File: config.mk
export PLATFORM = sky130hd
export DESIGN_NAME = hsp_drain
export DESIGN_NICKNAME = d
export VERILOG_FILES = /design/src/rtl/hsp_drain.sv
export SDC_FILE = /design/constraint.sdc
export NUM_CORES = 1
export LEC_CHECK = 0
export BUFFER_PORTS_ARGS = -buffer_cell sky130_fd_sc_hd__buf_2
export CORE_MARGIN = 1
export CORE_UTILIZATION = 55
export CTS_CLUSTER_DIAMETER = 150
export DETAILED_ROUTE_END_ITERATION = 8
export MAX_ROUTING_LAYER = met4
export PLACE_DENSITY = 0.85
export REMOVE_ABC_BUFFERS = 1
export SLEW_MARGIN = 30
export SYNTH_ARGS = -nofsm -noshare
export SYNTH_HDL_FRONTEND = slang
export SYNTH_SLANG_ARGS = --single-unit
File: constraint.sdc
create_clock -name clk -period 3.9 [get_ports clk]
set_input_delay 0.585 -clock clk [delete_from_list [all_inputs] [get_ports clk]]
set_output_delay 0.585 -clock clk [all_outputs]
set_load 0.02 [all_outputs]
File: src/rtl/hsp_drain.sv
// HSP FIFO read side: pops records, filters on l/score, packs survivors into a
// valid/ready word stream and closes batches with a count trailer. Define HSP_DRAIN_STATS_EN for drop/max-score stats.
module hsp_drain #(
   parameter int                 FIELD_W     = 8,
   parameter logic [FIELD_W-1:0] TRAILER_TAG = 8'hFF
) (
   input  logic                   clk,
   input  logic                   rst_n,
   input  logic                   drain_en,
   input  logic [FIELD_W-1:0]     score_min,
   input  logic                   flush_req,
   input  logic                   buf_empty,
   input  logic [FIELD_W-1:0]     buf_out_s,
   input  logic [FIELD_W-1:0]     buf_out_q,
   input  logic [FIELD_W-1:0]     buf_out_l,
   input  logic [FIELD_W-1:0]     buf_out_score,
   output logic                   rd_en,
   output logic                   out_valid,
   input  logic                   out_ready,
   output logic [4*FIELD_W-1:0]   out_data,
   output logic                   out_last,
   output logic [3*FIELD_W-1:0]   hsp_cnt,
   output logic                   busy
`ifdef HSP_DRAIN_STATS_EN
   ,
   output logic [15:0]            drop_cnt,
   output logic [FIELD_W-1:0]     max_score
`endif
);

   typedef enum logic [2:0] {
      S_IDLE,
      S_POP,
      S_WAIT,
      S_SEND,
      S_TRAIL
   } state_t;

   state_t state;
   logic   flush_pend;

   function automatic logic [3*FIELD_W-1:0] sat_inc_cnt(input logic [3*FIELD_W-1:0] v);
      return (&v) ? v : v + 1'b1;
   endfunction

   function automatic logic [15:0] sat_inc_16(input logic [15:0] v);
      return (&v) ? v : v + 1'b1;
   endfunction

   // A record survives only with a non-zero length and a score at or above the threshold.
   function automatic logic keep_rec(input logic [FIELD_W-1:0] l,
                                     input logic [FIELD_W-1:0] sc,
                                     input logic [FIELD_W-1:0] smin);
      return (l != '0) && (sc >= smin);
   endfunction

   assign busy = (state != S_IDLE) || flush_pend;

   always_ff @(posedge clk or negedge rst_n) begin
      if (!rst_n) begin
         state      <= S_IDLE;
         rd_en      <= 1'b0;
         out_valid  <= 1'b0;
         out_last   <= 1'b0;
         out_data   <= '0;
         hsp_cnt    <= '0;
         flush_pend <= 1'b0;
`ifdef HSP_DRAIN_STATS_EN
         drop_cnt   <= '0;
         max_score  <= '0;
`endif
      end else begin
         if (flush_req)
            flush_pend <= 1'b1;
         case (state)
            S_IDLE: begin
               // The trailer wins over a new pop so a drained batch closes promptly.
               if (flush_pend && buf_empty) begin
                  state     <= S_TRAIL;
                  out_valid <= 1'b1;
                  out_last  <= 1'b1;
                  out_data  <= {TRAILER_TAG, hsp_cnt};
               end else if (drain_en && !buf_empty) begin
                  state <= S_POP;
                  rd_en <= 1'b1;
               end
            end
            S_POP: begin
               rd_en <= 1'b0;
               state <= S_WAIT;
            end
            S_WAIT: begin
               out_data <= {buf_out_score, buf_out_l, buf_out_q, buf_out_s};
               if (keep_rec(buf_out_l, buf_out_score, score_min)) begin
                  state     <= S_SEND;
                  out_valid <= 1'b1;
               end else begin
                  state <= S_IDLE;
`ifdef HSP_DRAIN_STATS_EN
                  drop_cnt <= sat_inc_16(drop_cnt);
`endif
               end
            end
            S_SEND: begin
               if (out_ready) begin
                  state     <= S_IDLE;
                  out_valid <= 1'b0;
                  hsp_cnt   <= sat_inc_cnt(hsp_cnt);
`ifdef HSP_DRAIN_STATS_EN
                  if (out_data[4*FIELD_W-1:3*FIELD_W] > max_score)
                     max_score <= out_data[4*FIELD_W-1:3*FIELD_W];
`endif
               end
            end
            S_TRAIL: begin
               if (out_ready) begin
                  state      <= S_IDLE;
                  out_valid  <= 1'b0;
                  out_last   <= 1'b0;
                  hsp_cnt    <= '0;
                  // A flush arriving with this handshake opens the next batch's request.
                  flush_pend <= flush_req;
               end
            end
            default: begin
               state <= S_IDLE;
               rd_en <= 1'b0;
            end
         endcase
      end
   end

`ifndef HSP_DRAIN_STATS_EN
   function automatic logic unused_sat16(input logic [15:0] v);
      return ^sat_inc_16(v);
   endfunction
`endif

endmodule

==> metrics.md <==
| Metric | Value |
|---|---|
| CTS resizes | `0` |
| Critical setup path kind | `flop to flop` |
| Period utilization | `63.17%` |
| Avg Cell Area, Syn | `9.086 um2` |
| GRT Residual Overflow | `0` |
| Final Core Density | `72.18%` |
| # setup viols final | `0` |
| Max stage delay cell, worst path | `and4bb_2` |
| DR pass1 iterations | `5` |
| Core ar. | `0.005675 mm2` |
| Crit start category | `flop` |
| Post-CTS setup buffers | `0` |
| FF+latch count, synth | `63` |
| Vias in the first global route | `2,971` |
| Sum Neg Setup Slack | `0 ns` |
| Area contributors post-synth | `dfrtp_1 (47%), nand2_1 (9.6%), ha_1 (3.4%)` |
| CTS Sinks | `63` |
| Final worst setup slack | `1.436 ns` |
| Via count | `3,164` |
| Commonest cells after routing, fill and taps aside | `buf_2 (104), nand2_1 (85), dfrtp_1 (63)` |
| DRC Markers | `0` |
| CTS clk-pin slew, worst paths | `0.07 ns` |
| Synth Warn # | `0` |
| Clk_lat worst skew | `0.35 ns` |
| Share of cells above drive strength 1 | `30.64%` |
| NetSw | `1.040 mW` |
| FP Rows | `27` |
| Prevailing post-synth register cell | `dfrtp_1` |
| Switching Fraction | `40.77%` |
| Most common library cell in the layout ignoring fill and taps | `buf_2` |
| Async SR Flop Fraction | `100.0%` |
| Cell Int Power | `1.511 mW` |
| Port buffer count | `105` |
| Mapped Cells | `367` |
| Pre-CTS worst setup slack | `1.072 ns` |
| Post-layout min period | `2.464 ns` |
| Cell variety after synth | `50` |
| Final Hold Viols | `0` |
| IO Count | `106` |
| Via density | `5.838` |
| Worst vdd ir | `0.3641 mV` |
| Hold WS | `0.2035 ns` |
| Filler cells | `439` |
| Clock root buffer | `clkbuf_8` |
| Clock network power share | `24.9%` |
| Static Leak | `2.017 nW` |
| Largest fanout on the critical path | `27` |
| Hold_buf cts | `0` |
| Mapped Area | `0.003334 mm2` |
| Setup crit end kind | `flop` |
| Non-Filler Instances | `542` |
| First-pass GRT wire length | `13,950 um` |
| Pin count of the biggest net entering global routing | `42` |
| Sequential power share | `37.8%` |
| Die area | `0.006378 mm2` |
| Worst path required time | `4.17 ns` |
| Yosys top cell by area | `dfrtp_1` |
| Worst-margin pin slew | `0.8595 ns` |
| Die Y | `79.86 um` |
| Power density over the cells | `622.9 mW/mm2` |
| Share of Yosys cell area claimed by the top area cell type | `47.28%` |
| Rel. slew slack | `42.56%` |
| Worst Path Arrival | `2.73 ns` |
| RSZ-0062 raised after global routing | `false` |
| Register area share after synthesis | `47.28%` |
| DP Cell Count | `526` |
| CTS tree | `built` |
| P&R area growth vs syn | `22.85%` |
| Slowest stage delay, CP | `0.72 ns` |
| Max-slew violations | `0` |
| EDFF count, synth | `0` |
| Final GP Congestion | `0.8819` |
| CTS Buffer Depth | `2` |
| # H-tree levels | `3` |
| Die Width | `79.86 um` |
| Tot GR Track Use | `29.59%` |
| Worst hold path class | `input pin to asynchronous set/reset pin` |
| Antenna diode instance count | `0` |
| Dpl hpwl | `5976 um` |
| Iteration-0 DRC Markers | `255` |
| Detailed Route WL | `8432 um` |
| Antenna violations before repair | `0` |
| Status | `completed` |
| Clk_skew | `0.008792 ns` |
| Fin nets | `520` |
| CTS Buf Count | `9` |
| Routed wire per std cell | `15.56 um` |
| R2r worst-path depth | `5` |
| Fmax | `405.9 MHz` |
| Final antenna-violating net count | `0` |
| Critical path, cell by cell | `and4bb_2 -> o211ai_4 -> a2111o_1 -> or3_1 -> a21oi_1` |
| Starting Density | `58.75%` |
| Max Cap Viol | `0` |
| Gate power share | `37.3%` |
==> metrics by stage <==
step / total power [mW] / area (um2)
6_report: 2.552 / 4096
5_1_grt: 2.708 / 4096
4_1_cts: 2.558 / 4090
3_5_place_dp: 1.922 / 3869
3_3_place_gp: 1.890 / 3869
2_1_floorplan: 1.569 / 3238
==> Yosys cell counts, drive strengths merged (6+ instances only) <==
master   n
a21oi   11
dfrtp   63
clkbuf  15
nor2    27
nand2   85
inv     13
ha       9
a22oi   13
o21ai   20
nand3    9
xnor2    8
or2      6
nand4    9
a31oi   10
==> critical path: cells and delay by family, from the launching register on <==
family	cells	cell delay [ns]
flops	1	0.49
compound gates	3	0.80
simple gates	2	1.08
==> kinds of logic (layout without fill, tap and decap cells) <==
kind of cell	Yosys count	in the layout	share of synthesized area (%)
adders and majority gates	9	9	3.377
DFF	63	63	47.28
muxes	5	5	1.501
AOI/OAI and AO/OA	79	79	16.47
xor gates and xnor gates	8	8	2.101
and+or+nand+nor	170	170	24.92
buffers and inverters	33	136	4.353
==> power groups by stage <==
stage                     clock, mW  sequential [mW]  combinational, mW
after detailed placement          0            0.970              0.951
after CTS                     0.639            0.961              0.958
after global routing          0.668            0.986               1.05
after global placement            0            0.963              0.927
after floorplan                   0             1.16              0.406
final                         0.635            0.964              0.953
==> layout make-up <==
class,count,area [um2],share of cell area (%)
Clock inverter,7,97.59,2.382
Inverter,13,48.80,1.191
Tap cell,72,90.09,2.199
Sequential cell,63,1577,38.48
Timing Repair Buffer,107,543.0,13.26
Clock buffer,9,123.9,3.024
Multi-Input combinational cell,271,1617,39.46
==> final timing paths <==
check,from,end,slack [ns]
worst max-delay path,state[1],hsp_cnt[23],1.44
max in group asynchronous,rst_n,out_data[22],2.98
worst min register to register,out_data[4],out_data[4],0.48
worst max register to register,state[1],hsp_cnt[23],1.44
min in group clk,flush_req,flush_pend,0.42
worst min-delay path,rst_n,out_data[26],0.20
==> state kept, by name, indices dropped and copies added (netlist names) <==
name / cells
out_data: 32
hsp_cnt: 24
state: 3
flush_pend: 1
out_last: 1
out_valid: 1
rd_en: 1
==> layer usage <==
metal  wire (um)  GRT usage, %  share of wire [%]
met1        3623         36.17                 43
met2        4260         49.49                 51
met3         420         4.457                5.0
met4         128         11.43                1.5
met5           0             -                  0
No activity file was read; power rests on OpenSTA's default activity.
